[src/rtl/bf_pkg.sv]
// bf_pkg
//  Shared definitions for the BF core and its I/O peripherals.
//  - BF opcode character constants (also used by the core's decoder).
//  - TX state encoding for the stdout UART (IDLE=0, START=1, DATA=2, STOP=3, PARITY=4).
//  - even_parity(): helper for the optional parity bit (BF_UART_PARITY_EN).
package bf_pkg;

   localparam logic [7:0] OP_RIGHT      = 8'h3E;  // '>'
   localparam logic [7:0] OP_LEFT       = 8'h3C;  // '<'
   localparam logic [7:0] OP_INC        = 8'h2B;  // '+'
   localparam logic [7:0] OP_DEC        = 8'h2D;  // '-'
   localparam logic [7:0] OP_OUT        = 8'h2E;  // '.'
   localparam logic [7:0] OP_IN         = 8'h2C;  // ','
   localparam logic [7:0] OP_LOOP_OPEN  = 8'h5B;  // '['
   localparam logic [7:0] OP_LOOP_CLOSE = 8'h5D;  // ']'
   localparam logic [7:0] ZERO          = 8'h00;

   typedef enum logic [2:0] {
      IDLE   = 3'd0,
      START  = 3'd1,
      DATA   = 3'd2,
      STOP   = 3'd3,
      PARITY = 3'd4
   } tx_state_t;

   function automatic logic even_parity(input logic [7:0] b);
      return ^b;
   endfunction

endpackage

[src/rtl/bf_sync_fifo.sv]
// bf_sync_fifo
//  Single-clock FIFO with combinational read of the head entry (no output register),
//  so pop_data is valid whenever empty=0. Used for BF stdout, and later for stdin.
// Ports
//  clk        in   clock
//  reset      in   asynchronous active-low reset (pointers and count only)
//  push       in   write push_data; ignored while full
//  push_data  in   WIDTH
//  pop        in   drop the head entry; ignored while empty
//  pop_data   out  WIDTH, head entry
//  full/empty out  status
//  count      out  ADDR_WIDTH+1 bits, number of stored entries
module bf_sync_fifo #(
   parameter int WIDTH      = 8,
   parameter int ADDR_WIDTH = 4
) (
   input  logic                  clk,
   input  logic                  reset,
   input  logic                  push,
   input  logic [WIDTH-1:0]      push_data,
   input  logic                  pop,
   output logic [WIDTH-1:0]      pop_data,
   output logic                  full,
   output logic                  empty,
   output logic [ADDR_WIDTH:0]   count
);

   localparam int DEPTH = 2 ** ADDR_WIDTH;
   localparam logic [ADDR_WIDTH-1:0] PTR_ONE   = ADDR_WIDTH'(1);
   localparam logic [ADDR_WIDTH:0]   CNT_ONE   = (ADDR_WIDTH + 1)'(1);
   localparam logic [ADDR_WIDTH:0]   CNT_DEPTH = (ADDR_WIDTH + 1)'(DEPTH);

   logic [WIDTH-1:0]      mem [DEPTH];
   logic [ADDR_WIDTH-1:0] wr_ptr_reg;
   logic [ADDR_WIDTH-1:0] rd_ptr_reg;
   logic [ADDR_WIDTH:0]   count_reg;
   logic                  do_push;
   logic                  do_pop;

   assign full     = (count_reg == CNT_DEPTH);
   assign empty    = (count_reg == '0);
   assign count    = count_reg;
   assign do_push  = push & ~full;
   assign do_pop   = pop & ~empty;
   assign pop_data = mem[rd_ptr_reg];

   // Storage has no reset so it can map onto distributed/block RAM.
   always_ff @(posedge clk) begin
      if (do_push) begin
         mem[wr_ptr_reg] <= push_data;
      end
   end

   // Pointers wrap naturally modulo DEPTH; count disambiguates full from empty.
   always_ff @(posedge clk or negedge reset) begin
      if (!reset) begin
         wr_ptr_reg <= '0;
         rd_ptr_reg <= '0;
         count_reg  <= '0;
      end else begin
         if (do_push) wr_ptr_reg <= wr_ptr_reg + PTR_ONE;
         if (do_pop)  rd_ptr_reg <= rd_ptr_reg + PTR_ONE;
         case ({do_push, do_pop})
            2'b10:   count_reg <= count_reg + CNT_ONE;
            2'b01:   count_reg <= count_reg - CNT_ONE;
            default: count_reg <= count_reg;
         endcase
      end
   end

endmodule

[src/rtl/bf_stdout_uart.sv]
// bf_stdout_uart
//  Consumes the BF core's stdout strobe, buffers bytes in a FIFO and sends them
//  as an async serial frame on tx (8N1; 8E1 when BF_UART_PARITY_EN is defined).
//  cpu_en stalls the core while the FIFO is nearly full.
// Ports
//  clk        in   clock
//  reset      in   asynchronous active-low reset, released synchronously
//  stdout     in   8, byte from core
//  stdout_en  in   output strobe; only its rising edge pushes
//  cpu_en     out  core enable, 0 = stall
//  tx         out  serial line, idle high
//  tx_busy    out  frame in progress or bytes pending
//  overflow   out  sticky, a byte was dropped on a full FIFO
// Configuration
//  BF_UART_PARITY_EN: adds an even-parity bit between the data and stop bits.
module bf_stdout_uart
   import bf_pkg::*;
#(
   parameter int CLKS_PER_BIT    = 104,
   parameter int FIFO_ADDR_WIDTH = 4
) (
   input  logic       clk,
   input  logic       reset,
   input  logic [7:0] stdout,
   input  logic       stdout_en,
   output logic       cpu_en,
   output logic       tx,
   output logic       tx_busy,
   output logic       overflow
);

   localparam int DEPTH  = 2 ** FIFO_ADDR_WIDTH;
   localparam int BAUD_W = $clog2(CLKS_PER_BIT);
   localparam logic [BAUD_W-1:0]        BAUD_LAST    = BAUD_W'(CLKS_PER_BIT - 1);
   localparam logic [BAUD_W-1:0]        BAUD_ONE     = BAUD_W'(1);
   localparam logic [FIFO_ADDR_WIDTH:0] CPU_EN_LIMIT = (FIFO_ADDR_WIDTH + 1)'(DEPTH - 1);

   // Reset asserts immediately, deasserts two clocks after reset goes high.
   logic [1:0] rst_sync_reg;
   logic       rst_n_int;

   always_ff @(posedge clk or negedge reset) begin
      if (!reset) rst_sync_reg <= 2'b00;
      else        rst_sync_reg <= {rst_sync_reg[0], 1'b1};
   end
   assign rst_n_int = rst_sync_reg[1];

   logic                     stdout_en_q_reg;
   logic                     overflow_reg;
   logic                     cpu_en_reg;
   logic                     tx_reg, tx_next;
   tx_state_t                state_reg, state_next;
   logic [BAUD_W-1:0]        baud_reg, baud_next;
   logic [2:0]               bit_reg, bit_next;
   logic [7:0]               shreg_reg, shreg_next;
`ifdef BF_UART_PARITY_EN
   logic                     parity_reg;
`endif

   logic                     push;
   logic                     pop;
   logic [7:0]               fifo_dout;
   logic                     fifo_full;
   logic                     fifo_empty;
   logic [FIFO_ADDR_WIDTH:0] fifo_count;
   logic                     baud_tc;

   // A strobe held high while the core is stalled must only push once.
   assign push    = stdout_en & ~stdout_en_q_reg;
   assign baud_tc = (baud_reg == BAUD_LAST);

   bf_sync_fifo #(
      .WIDTH      (8),
      .ADDR_WIDTH (FIFO_ADDR_WIDTH)
   ) u_fifo (
      .clk       (clk),
      .reset     (rst_n_int),
      .push      (push),
      .push_data (stdout),
      .pop       (pop),
      .pop_data  (fifo_dout),
      .full      (fifo_full),
      .empty     (fifo_empty),
      .count     (fifo_count)
   );

   always_comb begin
      state_next = state_reg;
      baud_next  = baud_reg;
      bit_next   = bit_reg;
      shreg_next = shreg_reg;
      pop        = 1'b0;
      tx_next    = 1'b1;
      case (state_reg)
         IDLE: begin
            if (!fifo_empty) begin
               pop        = 1'b1;
               shreg_next = fifo_dout;
               baud_next  = '0;
               bit_next   = '0;
               state_next = START;
            end
         end
         START: begin
            tx_next = 1'b0;
            if (baud_tc) begin
               baud_next  = '0;
               state_next = DATA;
            end else begin
               baud_next = baud_reg + BAUD_ONE;
            end
         end
         DATA: begin
            tx_next = shreg_reg[0];
            if (baud_tc) begin
               baud_next  = '0;
               shreg_next = {1'b0, shreg_reg[7:1]};
               if (bit_reg == 3'd7) begin
`ifdef BF_UART_PARITY_EN
                  state_next = PARITY;
`else
                  state_next = STOP;
`endif
               end else begin
                  bit_next = bit_reg + 3'd1;
               end
            end else begin
               baud_next = baud_reg + BAUD_ONE;
            end
         end
`ifdef BF_UART_PARITY_EN
         PARITY: begin
            tx_next = parity_reg;
            if (baud_tc) begin
               baud_next  = '0;
               state_next = STOP;
            end else begin
               baud_next = baud_reg + BAUD_ONE;
            end
         end
`endif
         STOP: begin
            tx_next = 1'b1;
            if (baud_tc) begin
               baud_next  = '0;
               state_next = IDLE;
            end else begin
               baud_next = baud_reg + BAUD_ONE;
            end
         end
         default: state_next = IDLE;
      endcase
   end

   // tx is registered, so the line lags the FSM state by one clock: a push at
   // edge N pops at N+1 and the start bit appears from N+2.
   always_ff @(posedge clk or negedge rst_n_int) begin
      if (!rst_n_int) begin
         stdout_en_q_reg <= 1'b0;
         overflow_reg    <= 1'b0;
         cpu_en_reg      <= 1'b1;
         tx_reg          <= 1'b1;
         state_reg       <= IDLE;
         baud_reg        <= '0;
         bit_reg         <= '0;
         shreg_reg       <= '0;
`ifdef BF_UART_PARITY_EN
         parity_reg      <= 1'b0;
`endif
      end else begin
         stdout_en_q_reg <= stdout_en;
         if (push && fifo_full) overflow_reg <= 1'b1;
         // One slot of slack: the core may still emit one more byte after the stall.
         cpu_en_reg      <= (fifo_count < CPU_EN_LIMIT);
         tx_reg          <= tx_next;
         state_reg       <= state_next;
         baud_reg        <= baud_next;
         bit_reg         <= bit_next;
         shreg_reg       <= shreg_next;
`ifdef BF_UART_PARITY_EN
         if (pop) parity_reg <= even_parity(fifo_dout);
`endif
      end
   end

   assign cpu_en   = cpu_en_reg;
   assign tx       = tx_reg;
   assign overflow = overflow_reg;
   assign tx_busy  = (state_reg != IDLE) | ~fifo_empty;

endmodule

[config.mk]
export PLATFORM = sky130hd
export DESIGN_NAME = bf_stdout_uart
export DESIGN_NICKNAME = d
export VERILOG_FILES = /design/src/rtl/bf_pkg.sv /design/src/rtl/bf_sync_fifo.sv /design/src/rtl/bf_stdout_uart.sv
export SDC_FILE = /design/constraint.sdc
export NUM_CORES = 1
export LEC_CHECK = 0
export ABC_AREA = 1
export CORE_UTILIZATION = 30
export CTS_CLUSTER_DIAMETER = 100
export CTS_CLUSTER_SIZE = 14
export DETAILED_ROUTE_END_ITERATION = 8
export SLEW_MARGIN = 20
export SYNTH_ARGS = -nofsm -noshare
export SYNTH_HDL_FRONTEND = slang
export SYNTH_SLANG_ARGS = --single-unit
[constraint.sdc]
create_clock -name clk -period 1.54 [get_ports clk]
set_input_delay 0.308 -clock clk [delete_from_list [all_inputs] [get_ports clk]]
set_output_delay 0.308 -clock clk [all_outputs]
set_load 0.02 [all_outputs]
Yosys cells after proc, flatten, opt, wreduce, memory -nomap -nowiden
Memories as Yosys holds them, arrays and structs flattened.
Index checks and enable logic that the tools add are counted.
- add/subtract/negate cells: 6
- $mul: 0
- divide/modulo/power cells: 0
- magnitude comparators: 1
- equality and inequality tests: 14
- shifts and indexed selects: 0
- muxes and demuxes: 22
- bitwise gates (word level): 7
- reduce and logical (&&, ||, !) cells: 12
- operators with widths (operator ; count):
    3-bit two-way mux ; 8
    8-bit two-way mux ; 2
    8-bit case mux with 2 select lines ; 1
    7-bit two-way mux ; 2
    7-bit case mux with 2 select lines ; 1
    2-bit != test, second input constant ; 6
    3-bit case mux with 4 select lines ; 1
    5-bit case mux with 2 select lines ; 1
    4-bit by 1-bit adder with 4-bit output, second input constant ; 2
    7-bit by 1-bit adder with 7-bit output, second input constant ; 1
    7-bit equality test, second input constant ; 1
    3-bit by 2-bit equality test with 1-bit output, second input constant ; 2
    3-bit case mux with 2 select lines ; 1
    2-bit nonzero test ; 3
    5-bit by 1-bit adder with 5-bit output, second input constant ; 1
    5-bit equality test, second input constant ; 1
    5-bit logical NOT ; 1
    5-bit by 4-bit less-than comparator with 1-bit output, second input constant ; 1
    5-bit AND reduction ; 1
    5-bit by 1-bit subtractor with 5-bit output, second input constant ; 1
    1-bit two-way mux ; 4
    4-bit AND reduction ; 1
    3-bit by 1-bit adder with 3-bit output, second input constant ; 1
    1-bit bitwise AND ; 3
    other kinds (13) ; 15
- flip-flop bits (word level): 40
- latch bits: 0
- memory bits (writable): 128
- memory bits (read-only): 0
- input port bits: 11
- output and inout port bits: 4
- word-level logic and storage cells: 75
- memories kept: 1
- memories (memory ; depth ; width ; read ports ; clocked after Yosys merged registers in ; wr ports ; RTL line ; text):
    u_fifo.mem ; 16 ; 8 ; 1 ; 0 ; 1 ; bf_sync_fifo.sv:33 ; logic [WIDTH-1:0] mem [DEPTH];

Depth between registers and ports, before layout
Gate-level depths: netlist of run 1.
- depth after elaboration: 6
- mapped depth: 15

Cells and area by module
From an unflattened synthesis of run 1, not the netlist that was laid out.
- cells, all modules: 800
- area total of the unflattened synthesis: 7634.8 um2
- by module, submodules not included (module ; times used ; cells an instance ; area an instance (um2)):
    bf_sync_fifo ; 1 ; 622 ; 6234.7
    bf_stdout_uart ; 1 ; 178 ; 1400.1

Worst setup path before layout of run 1
No wires, ideal clock.
- path type: reg2reg
- start: reg state_reg[0]
- end: reg u_fifo.count_reg[4] (netlist: u_fifo.count[4])
- arrival: 2.229 ns
- data required time: 1.423 ns
- slack: -0.806 ns
- cell stages (with the launch flop): 16
- path buffers: 1
- cells stage by stage: dfrtp_1 > inv_1 > ha_1 > buf_6 > nand2_4 > inv_1 > ha_1 > xor2_1 > ha_1 > or2_2 > nand3_1 > nand2_1 > nand2_1 > nand2_1 > nand2_1 > nand2_1
- word-level cells in the longest chain between the ends: 5
- ends and longest elaborated chain (item ; RTL line ; text):
    from (decl) ; bf_stdout_uart.sv:52 ; tx_state_t state_reg, state_next;
    from (signal assigned) ; bf_stdout_uart.sv:176 ; state_reg <= state_next;
    3-bit logical NOT * ; bf_stdout_uart.sv:94 ; case (state_reg)
    1-bit two-way mux * ; bf_stdout_uart.sv:94 ;
    1-bit bitwise AND * ; bf_sync_fifo.sv:44 ; assign do_pop = pop & ~empty;
    via u_fifo.do_pop ; bf_sync_fifo.sv:38 ; logic do_pop;
    2-bit by 1-bit equality test with 1-bit output or 2-bit equality test (tied branches) ; bf_sync_fifo.sv:63 ; case ({do_push, do_pop})
    5-bit case mux with 2 select lines or 2-bit nonzero test (tied branches) ; -- ;
    to (signal assigned) ; bf_sync_fifo.sv:64 ; 2'b10: count_reg <= count_reg + CNT_ONE;
    to (signal assigned) ; bf_sync_fifo.sv:65 ; 2'b01: count_reg <= count_reg - CNT_ONE;
    to (signal assigned) ; bf_sync_fifo.sv:66 ; default: count_reg <= count_reg;
    to (decl) ; bf_sync_fifo.sv:36 ; logic [ADDR_WIDTH:0] count_reg;
The timed path passes the listed nets; every way through them passes the cells marked *.
A chain may end at the register's enable or synchronous reset.

Worst setup path after layout of run 1
- start: reg u_fifo.count_reg[2] (netlist: u_fifo.count[2])
- end: reg u_fifo.count_reg[4] (netlist: u_fifo.count[4])
- word-level cells in the longest chain between the ends: 6
- ends and longest elaborated chain (item ; RTL line ; text):
    5-bit logical NOT * ; bf_sync_fifo.sv:41 ; assign empty = (count_reg == '0);
    1-bit two-way mux ; bf_stdout_uart.sv:96 ; if (!fifo_empty) begin
    1-bit two-way mux ; bf_stdout_uart.sv:94 ;
    1-bit bitwise AND * ; bf_sync_fifo.sv:44 ;
    via u_fifo.do_pop ; bf_sync_fifo.sv:38 ;
    2-bit by 1-bit equality test with 1-bit output or 2-bit equality test (tied branches) ; bf_sync_fifo.sv:63 ;
    5-bit case mux with 2 select lines or 2-bit nonzero test (tied branches) ; -- ;
Marks and branches as above.

==> results of run 1 <==
-- what timing repair did --
item	CTS	global route
pin swaps	11	4
endpoints found under the setup margin	151	150
gates resized for setup	47	22
gates cloned	2	2
setup buffers	2	8
-- worst paths after layout --
path                                             start                     endpoint  slack [ns]
max reg2reg                u_fifo.count[2]$_DFFE_PN0P_  u_fifo.count[4]$_DFFE_PN0P_       -0.42
max                        u_fifo.count[2]$_DFFE_PN0P_  u_fifo.count[4]$_DFFE_PN0P_       -0.42
min reg2reg                  rst_sync_reg[1]$_DFF_PN0_      baud_reg[1]$_DFFE_PN0P_        0.15
min                                              reset    rst_sync_reg[0]$_DFF_PN0_        0.03
min in group clk                             stdout_en    stdout_en_q_reg$_DFF_PN0_        0.34
max in group asynchronous    rst_sync_reg[1]$_DFF_PN0_                 tx$_DFF_PN1_        0.87
-- worst max-delay path, delay by kind of cell, from the launching register on --
family	cells	cell delay, ns
simple gates	10	0.90
flops	1	0.41
fa+ha+maj	2	0.34
xor+xnor	1	0.15
buf+inv	1	0.04
-- power breakdown --
group	total (mW)	switching [mW]	internal [mW]
Combinational	8.28	4.86	3.42
Clock	4.23	1.93	2.30
Sequential	5.87	0.371	5.50
-- metrics by stage --
stage / hold slack [ns] / setup TNS, ns / util / instances
CTS: 0.0142 / -12.84 / 0.385 / 1148
detailed placement: 0.160 / -73.97 / 0.354 / 1115
global route: 0.0265 / -22.37 / 0.392 / 1157
global placement: 0.160 / -71.93 / 0.354 / 1115
floorplan: 0.0124 / -1.73 / - / 743
finish: 0.0318 / -11.18 / 0.392 / 1157
-- synth_stat cells, types with 5 or more instances --
library cell and number:
inv_2 5, nand3_1 95, edfxtp_1 128, dfrtp_1 37
o21ai_0 14, ha_1 16, buf_2 10, inv_1 84
buf_4 8, nand2_1 239, xor2_1 11, nor2_1 45
-- layer usage --
layer	GRT usage	vias up
met5	0	-
met4	0.0589	0
met3	0.0271	24
met2	0.232	102
met1	0.187	2486
li1	-	2588
-- cell type report --
cell class | instances | area, um2 | share of cell area
Multi-Input combinational cell | 459 | 2550 | 0.266
Timing Repair Buffer | 84 | 872 | 0.0909
Clock buffer | 18 | 429 | 0.0447
Sequential cell | 167 | 4820 | 0.503
Tap cell | 324 | 405 | 0.0422
Clock inverter | 14 | 150 | 0.0156
Inverter | 91 | 364 | 0.0379
-- cells by family (layout without fill, tap and decap cells) --
logic type / after synthesis / in the layout / share of synthesized area
compound gates: 30 / 30 / 0.0236
buf+inv: 118 / 207 / 0.0684
simple gates: 398 / 399 / 0.226
other cells: 1 / 1 / 0.000498
flops: 167 / 167 / 0.640
fa+ha+maj: 16 / 16 / 0.0266
xor+xnor: 13 / 13 / 0.0151
==> Implementation_results.wiki, run 1 <==
{| class="wikitable"
! Metric !! Value
|-
| Total power divided by cell area || approximately 1900 nW/um2
|-
| Number of core rows || 57
|-
| Setup repair after global routing missed its margin || yes
|-
| Post-synth top area cell || edfxtp_1
|-
| Area overhead of the layout relative to synthesis || 27.3%
|-
| Via count || 5200
|-
| Total global routing overflow || 0
|-
| Number of buffers added by the clock tree synthesis step || 17
|-
| Routed WL || 17500 um
|-
| Final worst-path cycle share || 1.27
|-
| Max reg flops || 128
|-
| Via count of the first global-routing pass || ~5300
|-
| Warnings from Yosys || 0
|-
| Most common library cell in the layout ignoring fill and taps || nand2_1
|-
| Main flop type after synthesis || edfxtp_1
|-
| Layout fillers || 2368
|-
| Violated checks || negative setup slack
|-
| Post-synth design cell area || between 7000 and 8000 um2
|-
| Number of slew-limit violations in the final report || 0
|-
| Vias/cell || around 4.5
|-
| I/O pin count || 15
|-
| Number of hold buffers added after cts || 0
|-
| Top-area cell type share of the netlist area || 0.510
|-
| Clock tree from TritonCTS || done
|-
| Leading cell types by total area after synthesis || edfxtp_1, dfrtp_1, nand2_1
|-
| Met3 routed WL || between 600 and 700 um
|-
| Post-CTS clock slew at the launch and capture registers of the worst setup and hold paths || 0.07 ns
|-
| Shortest period the worst path allows || between 1.5 and 2 ns
|-
| Drt first-iter violations || 431
|-
| H-tree Lvls || 4
|-
| Most frequent cell on the critical path || nand2_1
|-
| Largest stage delay on the critical path || 0.41 ns
|-
| Share of final-layout standard cells stronger than drive strength 1 || 0.212
|-
| Hold violation total from the final report || 0
|-
| Number of flops mapped to enable cells by yosys || about 130
|-
| Antenna violations before repair || 0
|-
| Clock skew after layout || about 0.0064 ns
|-
| Met2 wirelength from detailed routing || ~8400 um
|-
| Worst setup EP type || flip-flop
|-
| Wire length per cell || around 15 um
|-
| Number of distinct library cells after synthesis || 38
|-
| Die width || between 150 and 200 um
|-
| Average cell area after synthesis || 10.1 um2
|-
| Global-route wire length before repair || 27800 um
|-
| Total core area || between 20000 and 25000 um2
|-
| Routability congestion estimate || 0.872
|-
| Worst setup slack before clock tree synthesis || -0.643 ns
|-
| Syn Inst Count || around 740
|-
| Height of the die || roughly 160 um
|-
| DRT Pass-1 Iters || 5
|-
| Maximum number of pins on one net before global-route repair || 36
|-
| HPWL after detailed placement || between 10000 and 15000 um
|-
| Cell Area, Placed || 8650 um2
|-
| Reg2reg path depth || 14
|-
| Setup WS post-layout || -0.415 ns
|-
| Async set or reset register ratio after synthesis || 0.234
|-
| Sequential share of the synthesized area || 0.640
|-
| Nature of the critical path startpoint || flip-flop
|-
| Critical path class || reg -> reg
|-
| TritonCTS sink count || roughly 170
|-
| Top routing layer used || met4
|-
| Maximum fanout encountered on the critical timing path || 3
|-
| Clock latency on the worst-skew pair || ~0.43 ns
|-
| Max-cap viol count || 0
|-
| Upper clock frequency limit || a little over 500 MHz
|-
| Outcome || complete, but fails checks
|-
| Ant. Diodes || 0
|-
| All-Layer GR Usage || 0.143
|-
| Clock root buffer master || clkbuf_16
|-
| Post-route DRC || 0
|-
| Count of buffers inserted at the top-level ports || 14
|-
| Data required time at the worst endpoint || 1.87 ns
|-
| Nets || 847
|-
| Cell-by-cell listing of the critical path || nor2_4 > nand4_4 > nand2_8 > inv_6 > ha_4 > xor2_2 > ha_2 > or2_4 > nand3_2 > nand2_1 > nand2_1 > nand2_1 > nand2_1 > nand2_1
|-
| Largest vdd supply drop || around 1200 uV
|-
| Top library cells by usage in the layout, fill and taps aside || nand2_1, edfxtp_1, nand3_1
|-
| Class of the most critical hold timing path || in -> async
|-
| Leakage power || between 4 and 5 nW
|-
| Initial core utilization || 0.308
|-
| Clock buffer depth || 2
|-
| Slowest cell on the critical path || dfrtp_1
|-
| Register bit count reported by yosys || approximately 170
|-
| Number of endpoints failing setup at the final stage || approximately 140
|-
| Die Footprint || about 26000 um2
|-
| Final antenna-violating net count || 0
|-
| Net count after synthesis || a little under 800
|-
| Post-layout total power || about 18 mW
|-
| Arrival time reported for the critical path endpoint || approximately 2.3 ns
|-
| Final design area excluding fillers || 9600 um2
|-
| Metal1 wirelength || between 7000 and 8000 um
|}
Note: power is estimated with default switching activity, not from simulation.
==> run 2: changes to the inputs <==
--- a/config.mk
+++ b/config.mk
@@ -10,7 +10,9 @@
 export CTS_CLUSTER_DIAMETER = 100
 export CTS_CLUSTER_SIZE = 14
 export DETAILED_ROUTE_END_ITERATION = 8
+export SETUP_SLACK_MARGIN = 0.1
 export SLEW_MARGIN = 20
 export SYNTH_ARGS = -nofsm -noshare
 export SYNTH_HDL_FRONTEND = slang
 export SYNTH_SLANG_ARGS = --single-unit
+export TNS_END_PERCENT = 10
==> run 2 against run 1 <==
Compared with the run above: the run still ends with negative setup slack left; maximum frequency shrank 3.4%; non-clock buffer count up 8; combinational power is 4.2% lower; die area stayed put; total power shrank 0.65%; routed wire length is 4.7% lower; critical path type unchanged; largest cell class unchanged.
==> Implementation_results.wiki, run 2 (synthesis gave the netlist of run 1 again) <==
{| class="wikitable"
! Metric !! Value
|-
| Ant. Diodes || 0 (unchanged)
|-
| Height of the die || 160 um (unchanged)
|-
| Top library cells by usage in the layout, fill and taps aside || nand2_1, edfxtp_1, nand3_1
|-
| Total global routing overflow || 0 (unchanged)
|-
| Die Footprint || 25800 um2 (unchanged)
|-
| Share of final-layout standard cells stronger than drive strength 1 || 0.205 (-0.00748)
|-
| Leakage power || 4.09 nW (+1.2%)
|-
| Multi-input gate area in the final layout || 2440 um2 (-4.4%)
|-
| Critical path class || reg -> reg
|-
| Outcome || complete, but fails checks
|-
| Clock tree from TritonCTS || done
|-
| Shortest period the worst path allows || 2.02 ns (+0.0680 ns)
|-
| Area overhead of the layout relative to synthesis || 27.0%
|-
| Clock root buffer master || clkbuf_16
|-
| Maximum number of pins on one net before global-route repair || 35 (-2.8%)
|-
| Number of endpoints failing setup at the final stage || 139 (+2.2%)
|-
| Max-cap viol count || 0 (unchanged)
|-
| Cell count after placement || 1123 (+0.72%)
|-
| Total power divided by cell area || 1910 nW/um2 (-0.36%)
|-
| Post-CTS clock slew at the launch and capture registers of the worst setup and hold paths || 0.06 ns (about the same)
|-
| Post-route DRC || 0 (unchanged)
|-
| Clock skew after layout || 0.0134 ns (+0.00702 ns)
|-
| Max reg flops || 128 (unchanged)
|-
| Routability congestion estimate || 0.868 (-0.45%)
|-
| Area of all sequential standard cells || 4820 um2 (unchanged)
|-
| All-Layer GR Usage || 0.136 (-0.00655)
|-
| Final antenna-violating net count || 0 (unchanged)
|-
| Vias/cell || 4.42 (-1.6%)
|-
| Maximum fanout encountered on the critical timing path || 3 (unchanged)
|-
| Slack of the worst reg-to-reg path || -0.48 ns (-0.07 ns)
|-
| Global-route wire length before repair || 26700 um (-3.9%)
|-
| Wire length per cell || 14.3 um (-5.1%)
|-
| TritonCTS sink count || 167 (unchanged)
|-
| DRT Pass-1 Iters || 4 (-1)
|-
| Final worst-path cycle share || 1.31 (+0.0442)
|-
| Drt first-iter violations || 385 (-11%)
|-
| Die width || 160 um (unchanged)
|-
| Nature of the critical path startpoint || flip-flop
|-
| Arrival time reported for the critical path endpoint || 2.34 ns (+0.06 ns)
|-
| Largest vdd supply drop || 906 uV (-22%)
|-
| Count of buffers inserted at the top-level ports || 14 (unchanged)
|-
| Upper clock frequency limit || 494 MHz (-3.4%)
|-
| Setup repair after global routing missed its margin || yes
|-
| Number of slew-limit violations in the final report || 0 (unchanged)
|-
| Sum of negative setup slack || -50.75 ns (-39.57 ns)
|-
| Post-route insts no fill || 1163 (+0.52%)
|-
| Number of buffers added by the clock tree synthesis step || 17 (unchanged)
|-
| Via count || 5145 (-1.1%)
|-
| Clock latency on the worst-skew pair || 0.44 ns (about the same)
|-
| Nets || 854 (+0.83%)
|-
| Layout fillers || 2350 (-0.76%)
|-
| Violated checks || negative setup slack
|-
| HPWL after detailed placement || 10900 um (-1.9%)
|-
| Worst setup EP type || flip-flop
|-
| H-tree Lvls || 4 (unchanged)
|-
| Data required time at the worst endpoint || 1.86 ns (about the same)
|-
| Initial core utilization || 0.308 (unchanged)
|-
| Most common library cell in the layout ignoring fill and taps || nand2_1
|-
| Worst setup slack before clock tree synthesis || -0.661 ns (-0.0185 ns)
|-
| Class of the most critical hold timing path || in -> async
|-
| Clock buffer depth || 2 (unchanged)
|-
| Antenna violations before repair || 0 (unchanged)
|-
| Routed WL || 16600 um (-4.7%)
|-
| Via count of the first global-routing pass || 5158 (-1.9%)
|-
| Total core area || 24500 um2 (unchanged)
|-
| I/O pin count || 15 (unchanged)
|-
| Number of core rows || 57 (unchanged)
|-
| Hold violation total from the final report || 0 (unchanged)
|-
| Setup WS post-layout || -0.483 ns (-0.0680 ns)
|}
## run 2: changes by cell type in the layout (fill, tap and decap cells not counted), moves of 3 or more
cell / previous run / this run
nor2_4: 18 / 7
buf_6: 6 / 14
nor2_1: 27 / 33
buf_4: 49 / 54
inv_6: 7 / 2
inv_8: 6 / 1
nor2_2: 4 / 9
o21ai_0: 13 / 9
o21ai_1: 4 / 8
buf_2: 3 / 0
bufinv_16: 1 / 4
clkinv_1: 2 / 5
## run 2: per-layer routing
layer,part of all wire,track usage
met5,0,0
met4,0.014,0.0567
met3,0.032,0.0253
met2,0.49,0.221
met1,0.46,0.178
## run 2: what timing repair did
| action | 4_1_cts | 5_1_grt |
|---|---|---|
| gates resized for setup | 54 | 39 |
| endpoints found under the setup margin | 157 | 156 |
| gates cloned | 0 | 0 |
| setup buffers | 3 | 6 |
| pin swaps | 11 | 4 |
| hold buffers | 0 | 0 |
## run 2: layout make-up
class                   instances  area share
repair buffers                 92      0.0966
multi-input cells             458       0.255
well taps                     324      0.0424
clock inverters                12      0.0183
clock buffers                  19      0.0452
flip-flops and latches        167       0.504
inverters                      91      0.0383
## run 2: metrics by stage
step | instance area, um2 | util | power [mW] | hold slack [ns]
2_1_floorplan | 7600 | - | 10.7 | 0.0124
5_1_grt | 9570 | 0.391 | 19.5 | 0.0361
3_3_place_gp | 8630 | 0.353 | 13.1 | 0.203
3_5_place_dp | 8630 | 0.353 | 13.2 | 0.207
6_report | 9570 | 0.391 | 18.3 | 0.0389
4_1_cts | 9380 | 0.384 | 18.0 | 0.0226
## run 2: path summary, 6_finish.rpt
check,cells after the start,startpoint,endpoint
hold / removal,1,reset,rst_sync_reg[0]$_DFF_PN0_
setup reg to reg,14,u_fifo.count[3]$_DFFE_PN0P_,u_fifo.count[4]$_DFFE_PN0P_
max in group asynchronous,1,rst_sync_reg[1]$_DFF_PN0_,tx$_DFF_PN1_
hold reg to reg,0,rst_sync_reg[1]$_DFF_PN0_,baud_reg[4]$_DFFE_PN0P_
setup / recovery,14,u_fifo.count[3]$_DFFE_PN0P_,u_fifo.count[4]$_DFFE_PN0P_
min in group clk,1,stdout_en,stdout_en_q_reg$_DFF_PN0_
## run 2: worst max-delay path, cell delays in order, from the launching register on
cell	delay, ns
dfrtp_1	0.40
nor2_4	0.15
buf_6	0.11
nand4_1	0.15
nand2_2	0.14
ha_4	0.15
xor2_2	0.07
ha_2	0.18
or2_4	0.24
nand3_2	0.07
nand2_1	0.05
nand2_1	0.05
nand2_1	0.05
nand2_1	0.06
nand2_1	0.05
## run 2: where the power goes
group | total, mW | switching [mW] | leakage (nW) | internal (mW)
sequential | 5.89 | 0.390 | 1.63 | 5.50
clock | 4.43 | 1.73 | 0.288 | 2.70
combinational | 7.93 | 4.64 | 2.17 | 3.29
